**config.mk**
```make
export PLATFORM = sky130hd
export DESIGN_NAME = fastica_seq_ctrl
export DESIGN_NICKNAME = d
export VERILOG_FILES = /design/src/rtl/fastica_pkg.sv /design/src/rtl/fastica_conv_chk.sv /design/src/rtl/fastica_seq_ctrl.sv
export SDC_FILE = /design/constraint.sdc
export NUM_CORES = 1
export LEC_CHECK = 0
export CELL_PAD_IN_SITES_DETAIL_PLACEMENT = 0
export CELL_PAD_IN_SITES_GLOBAL_PLACEMENT = 1
export CORE_MARGIN = 2
export CORE_UTILIZATION = 35
export DETAILED_ROUTE_END_ITERATION = 7
export GPL_TIMING_DRIVEN = 0
export PLACE_DENSITY_LB_ADDON = 0.1
export SLEW_MARGIN = 40
export SYNTH_ARGS = -nofsm -noshare
export SYNTH_HDL_FRONTEND = slang
export SYNTH_SLANG_ARGS = --single-unit
```
**constraint.sdc**
```tcl
create_clock -name clk_c -period 2.8 [get_ports clk_c]
set_clock_uncertainty 0.1 [all_clocks]
set_input_delay 0.56 -clock clk_c [delete_from_list [all_inputs] [get_ports clk_c]]
set_output_delay 0.56 -clock clk_c [all_outputs]
set_load 0.05 [all_outputs]
```
**src/rtl/fastica_pkg.sv**
```systemverilog
// Shared types and constants for the FastICA sequencer.
// Q13.13 fixed point: 26-bit signed words, 13 fraction bits.
package fastica_pkg;

  localparam int WORD_W = 26;
  localparam int FRAC_W = 13;
  localparam logic signed [WORD_W-1:0] ONE_Q = 26'sd8192;

  typedef enum logic [2:0] {
    ST_IDLE,
    ST_LOAD,
    ST_UPD,
    ST_ORTH,
    ST_CHK,
    ST_NEXT,
    ST_FIN
  } state_t;

endpackage

```
**src/rtl/fastica_conv_chk.sv**
```systemverilog
// Convergence test: |w_new . w_old| >= 1.0 - EPS.
// Either sign counts, because ICA components are sign-ambiguous.
module fastica_conv_chk
  import fastica_pkg::*;
#(
  parameter logic signed [WORD_W-1:0] EPS = 26'sd8
) (
  input  logic [WORD_W-1:0] dot,
  output logic              conv
);

  localparam logic signed [WORD_W:0] THR =
    (WORD_W+1)'(ONE_Q) - (WORD_W+1)'(EPS);

  logic signed [WORD_W:0] ext;
  logic signed [WORD_W:0] mag;

  // One extra bit so the most negative input has a representable magnitude.
  always_comb begin
    ext  = {dot[WORD_W-1], dot};
    mag  = ext[WORD_W] ? -ext : ext;
    conv = (mag >= THR);
  end

endmodule

```
**src/rtl/fastica_seq_ctrl.sv**
```systemverilog
// FastICA extraction sequencer: loads W, then runs update,
// decorrelation and convergence check per component row.
module fastica_seq_ctrl
  import fastica_pkg::*;
#(
  parameter int NCOMP = 4,
  parameter int MAX_ITER = 64,
  parameter int ITER_W = 7,
  parameter logic signed [WORD_W-1:0] EPS = 26'sd8
) (
  input  logic              clk_c,
  input  logic              rstn_c,
  input  logic              start,
  output logic              en_b,
  output logic              upd_start,
  input  logic              upd_done,
  output logic              orth_start,
  input  logic              orth_done,
  input  logic              dot_valid,
  input  logic [WORD_W-1:0] dot_in,
  output logic [1:0]        comp_idx,
  output logic [ITER_W-1:0] iter_cnt,
  output logic [NCOMP-1:0]  conv_mask,
  output logic              busy,
  output logic              done,
  output logic              timeout
);

  localparam logic [ITER_W-1:0] LAST_IT = ITER_W'(MAX_ITER - 1);
  localparam logic [1:0] LAST_CMP = 2'(NCOMP - 1);

  state_t state;
  state_t state_d;

  logic conv;
  logic start_acc;
  logic dot_acc;
  logic next_acc;
  logic last_iter;
  logic last_comp;

  fastica_conv_chk #(
    .EPS (EPS)
  ) u_conv (
    .dot  (dot_in),
    .conv (conv)
  );

  assign last_iter = (iter_cnt == LAST_IT);
  assign last_comp = (comp_idx == LAST_CMP);

  always_comb begin
    state_d   = state;
    start_acc = 1'b0;
    dot_acc   = 1'b0;
    next_acc  = 1'b0;
    unique case (state)
      ST_IDLE: begin
        if (start) begin
          start_acc = 1'b1;
          state_d   = ST_LOAD;
        end
      end
      ST_LOAD: state_d = ST_UPD;
      // Done strobes are ignored while our own start pulse is out.
      ST_UPD: begin
        if (upd_done && !upd_start) state_d = ST_ORTH;
      end
      ST_ORTH: begin
        if (orth_done && !orth_start) state_d = ST_CHK;
      end
      ST_CHK: begin
        if (dot_valid) begin
          dot_acc = 1'b1;
          if (conv || last_iter) state_d = ST_NEXT;
          else                   state_d = ST_UPD;
        end
      end
      ST_NEXT: begin
        next_acc = 1'b1;
        state_d  = last_comp ? ST_FIN : ST_UPD;
      end
      ST_FIN:  state_d = ST_IDLE;
      default: state_d = ST_IDLE;
    endcase
  end

  always_ff @(posedge clk_c or negedge rstn_c) begin
    if (!rstn_c) begin
      state      <= ST_IDLE;
      en_b       <= 1'b0;
      upd_start  <= 1'b0;
      orth_start <= 1'b0;
      busy       <= 1'b0;
      done       <= 1'b0;
      comp_idx   <= '0;
      iter_cnt   <= '0;
      conv_mask  <= '0;
      timeout    <= 1'b0;
    end else begin
      state      <= state_d;
      en_b       <= (state_d == ST_LOAD);
      upd_start  <= (state_d == ST_UPD) && (state != ST_UPD);
      orth_start <= (state_d == ST_ORTH) && (state != ST_ORTH);
      busy       <= (state_d != ST_IDLE);
      done       <= (state_d == ST_FIN);
      unique case (1'b1)
        start_acc: begin
          comp_idx  <= '0;
          iter_cnt  <= '0;
          conv_mask <= '0;
          timeout   <= 1'b0;
        end
        dot_acc: begin
          iter_cnt <= iter_cnt + 1'b1;
          if (conv)           conv_mask[comp_idx] <= 1'b1;
          else if (last_iter) timeout <= 1'b1;
        end
        next_acc: begin
          if (!last_comp) begin
            comp_idx <= comp_idx + 1'b1;
            iter_cnt <= '0;
          end
        end
        default: ;
      endcase
    end
  end

endmodule

```
==> reports/qor.yml <==
worst_setup_path:
  timing.critical_path.arrival_ns: 2.82
  rr_worst_depth: 6
  rr_endpoint: "iter_cnt[5]"
  endpoint: "busy"
  critical_path.slowest_cell: "sky130_fd_sc_hd__or4_4"
  crit_path_start: "dot_in[14]"
  rrSetupSlack_ns: 0.39
  cpPeakStageDelay_ns: 0.57
  timing.rr.start: "state[1]"
  worst_setup_path_start_kind: "input pin"
  crit_path_cell_trace: "buf_6 > or4_4 > nor3_4 > o221ai_2 > o41a_1 > nor4_4 > a31oi_2 > or3b_1"
  end_kind: "flip-flop"
  critical_path_required_ns: 2.84
  path_max_fanout: 7
  timing_worst_setup_path_type: "in -> reg"
placement:
  port-buffer-count: 48
  dp_hpwl_um: 3680
  globalplace.congestion: 0.876
  post-place-cells: 336
  post_dp_cell_area_um2: 2380
grt:
  grt_max_degree: 23
  globalRouteOverflowTotal: 0
  grt_pass1_wl_um: 8400
  antenna_found_initial: 0
  number_of_global_route_vias_before_repair: 1860
  grt_use_total: 0.170
floorplan:
  floorplan.initialDensity: 0.360
  rows: 26
  design.portCount: 51
  chipHeight_um: 76.0
  core_area_um2: 5040
  die_width_um: 76.0
  floorplan.die_area_um2: 5780
logic_synthesis:
  netlist_area_um2: 1820
  syn-num-nets: 256
  synthTopCellsByArea: "sky130_fd_sc_hd__dfrtp_1 (30%), sky130_fd_sc_hd__o21ai_0 (5.0%), sky130_fd_sc_hd__nand2_1 (4.5%), sky130_fd_sc_hd__ha_1 (4.1%), sky130_fd_sc_hd__a21oi_1 (3.6%)"
  synth_enable_flop_cells: 0
  synth-seq-area-share: 0.303
  synth_cell_types: 61
  synth.top_cell.area_share: 0.303
  post_synth_inst_count: 218
  synth-main-ff-cell: "sky130_fd_sc_hd__dfrtp_1"
  ys_warn_count: 0
  avgSynthCellArea_um2: 8.33
  synth_top_area_cell: "sky130_fd_sc_hd__dfrtp_1"
  number_of_synthesized_register_bits: 22
  proportion_of_synthesized_flip_flops_having_asynchronous_set_or_reset: 1.00
clock_tree:
  clk_latency_ns: 0.26
  cts.sinks: 22
  htree_levels: 1
  cts_buffer_depth: 2
  cts-hold-fix-buffers: 0
  cts_buffers: 3
  tritoncts: "yes"
  clock_root_buffer: "sky130_fd_sc_hd__clkbuf_8"
  clk_transition_reported_paths_ns: 0.08
routing:
  drt.antenna.violating_nets: 0
  first_pass_iters: 4
  wire_per_inst_um: 13.9
  num_vias: 1918
  detail_route.iter0.violations: 105
  drt_wl_total_um: 4880
  detail_route.drc_violations: 0
  vias_per_cell: 5.48
pwr:
  power_w: 0.00134
  powerDensity_nw_per_um2: 513
  leakage_nw: 1.08
  vdd.ir_drop.worst_mv: 0.204
hold_path:
  hold_path_class: "in -> async"
layout:
  antenna-diode-count: 0
  area_growth_pct: 43.8
  layout.cells.non_filler: 350
  num-fill-cells: 501
  final_util: 0.518
  post-route-cell-area_um2: 2610
  ratio_of_cells_with_drive_above_1_in_the_final_layout: 0.218
  fin_nets: 319
sta:
  finalCritPeriodShare: 0.994
  hold_viol: 0
  maximum_operating_frequency_mhz: 359
  final_period_minus_worst_setup_slack_ns: 2.78
  max_slew_margin: 0.562
  unrepaired_setup_endpoints_after_global_routing: "yes"
  drv_slew: 0
  max_slew.worst_pin.slew_ns: 0.657
  setup_viol: 0
outcome:
  status: "complete, no violations"
flow_run:
  cap_violations: 0
-- cells in the mapped netlist, types with 3 or more instances --
| master | number |
|---|---|
| sky130_fd_sc_hd__or4_1 | 3 |
| sky130_fd_sc_hd__a31oi_1 | 3 |
| sky130_fd_sc_hd__clkbuf_1 | 3 |
| sky130_fd_sc_hd__nor2_1 | 17 |
| sky130_fd_sc_hd__nand3_1 | 4 |
| sky130_fd_sc_hd__nor3b_1 | 3 |
| sky130_fd_sc_hd__ha_1 | 6 |
| sky130_fd_sc_hd__nor3_1 | 8 |
| sky130_fd_sc_hd__a21o_1 | 3 |
| sky130_fd_sc_hd__nor4_1 | 4 |
| sky130_fd_sc_hd__a21oi_1 | 13 |
| sky130_fd_sc_hd__nor2b_1 | 3 |
| sky130_fd_sc_hd__o21ai_0 | 18 |
| sky130_fd_sc_hd__nand4_1 | 3 |
| sky130_fd_sc_hd__a32o_1 | 4 |
| sky130_fd_sc_hd__and3_1 | 7 |
| sky130_fd_sc_hd__inv_1 | 13 |
| sky130_fd_sc_hd__nand2_1 | 22 |
| sky130_fd_sc_hd__or3_1 | 3 |
| sky130_fd_sc_hd__nand2b_1 | 5 |
| sky130_fd_sc_hd__dfrtp_1 | 22 |
-- worst min-delay path by stage --
stage | end | slack [ns] | cells after the start
2_1_floorplan | busy | 0.16 | 0
3_3_place_gp | conv_mask[1] | 0.38 | 1
3_5_place_dp | conv_mask[1] | 0.38 | 1
4_1_cts | done | 0.17 | 1
5_1_grt | done | 0.19 | 1
6_report | comp_idx[0] | 0.16 | 1
-- cell type report --
cell class                      count  area [um^2]  share of cell area
Clock buffer                        4         55.1              0.0211
Tap cell                           70         87.6              0.0335
Multi-Input combinational cell    175         1300               0.497
Sequential cell                    22          551               0.211
Inverter                           13         48.8              0.0187
Timing Repair Buffer               58          522               0.200
Buffer                              8         48.8              0.0187
-- what timing repair did --
action	CTS	global route
setup buffers	10	0
endpoints found under the setup margin	10	8
hold endpoints to repair	0	0
cloned	0	0
pin swaps	17	5
resized for setup	55	18
-- state kept, by name, indices dropped and copies added, names as in the netlist --
register / cells
iter_cnt: 7
conv_mask: 4
state: 3
comp_idx: 2
busy: 1
done: 1
en_b: 1
orth_start: 1
timeout: 1
upd_start: 1
-- metrics by stage --
| stage | setup TNS [ns] | hold slack (ns) | setup WS, ns |
|---|---|---|---|
| 6_report | 0 | 0.162 | 0.0176 |
| 5_1_grt | -0.315 | 0.192 | -0.0909 |
| 4_1_cts | 0 | 0.170 | 0.00284 |
| 3_5_place_dp | -6.78 | 0.380 | -0.788 |
| 3_3_place_gp | -7.07 | 0.376 | -0.827 |
| 2_1_floorplan | -0.0160 | 0.164 | -0.0160 |
-- worst max-delay path, delay by kind of cell --
kind                   cells  cell delay, ns
AO/OA/AOI/OAI              3            0.77
AND/OR/NAND/NOR            4            1.37
buffers and inverters      1            0.11
-- metal layers --
metal,vias up,track usage,routed length (um)
li1,963,-,-
met5,-,0,0
met3,2,0.0130,156
met1,909,0.214,2180
met2,44,0.315,2510
met4,0,0.0418,34
-- where the power goes --
part | internal (W) | switching [W] | total (W)
clock network | 0.000125 | 0.0000987 | 0.000224
logic | 0.000274 | 0.000409 | 0.000683
registers | 0.000378 | 0.0000544 | 0.000432
-- cell families (layout without fill, tap and decap cells) --
kind of cell | after synthesis | after routing | synth area share
XOR/XNOR | 1 | 1 | 0.00483
AND/OR/NAND/NOR | 99 | 99 | 0.325
flip-flops | 22 | 22 | 0.303
AO/OA/AOI/OAI | 68 | 68 | 0.266
buffers and inverters | 21 | 83 | 0.0538
adder cells (fa/ha/maj) | 6 | 6 | 0.0413
multiplexers | 1 | 1 | 0.00551
-- cells in the final DEF (no fill, tap or decap), types with 3 or more instances in the layout --
cell	synthesis	layout
sky130_fd_sc_hd__nor2b_1	3	3
sky130_fd_sc_hd__dlygate4sd2_1	0	10
sky130_fd_sc_hd__nor2_2	0	3
sky130_fd_sc_hd__buf_4	0	10
sky130_fd_sc_hd__nor3_4	1	3
sky130_fd_sc_hd__nor2_1	17	14
sky130_fd_sc_hd__or3_1	3	3
sky130_fd_sc_hd__dfrtp_1	22	22
sky130_fd_sc_hd__a21o_1	3	3
sky130_fd_sc_hd__o21ai_0	18	17
sky130_fd_sc_hd__nor3b_1	3	3
sky130_fd_sc_hd__buf_2	2	5
sky130_fd_sc_hd__clkdlybuf4s50_1	0	27
sky130_fd_sc_hd__and3_1	7	7
sky130_fd_sc_hd__a31oi_1	3	3
sky130_fd_sc_hd__nand3_1	4	4
sky130_fd_sc_hd__nand4_1	3	3
sky130_fd_sc_hd__buf_6	2	4
sky130_fd_sc_hd__clkbuf_1	3	3
sky130_fd_sc_hd__clkbuf_2	1	4
sky130_fd_sc_hd__nand2b_1	5	5
sky130_fd_sc_hd__a32o_1	4	4
sky130_fd_sc_hd__ha_1	6	5
sky130_fd_sc_hd__nor3_1	8	4
sky130_fd_sc_hd__clkbuf_8	0	4
sky130_fd_sc_hd__nand2_1	22	22
sky130_fd_sc_hd__nor4_2	0	3
sky130_fd_sc_hd__a21oi_1	13	13
sky130_fd_sc_hd__inv_1	13	11
Power figures use the tool's default switching activity.
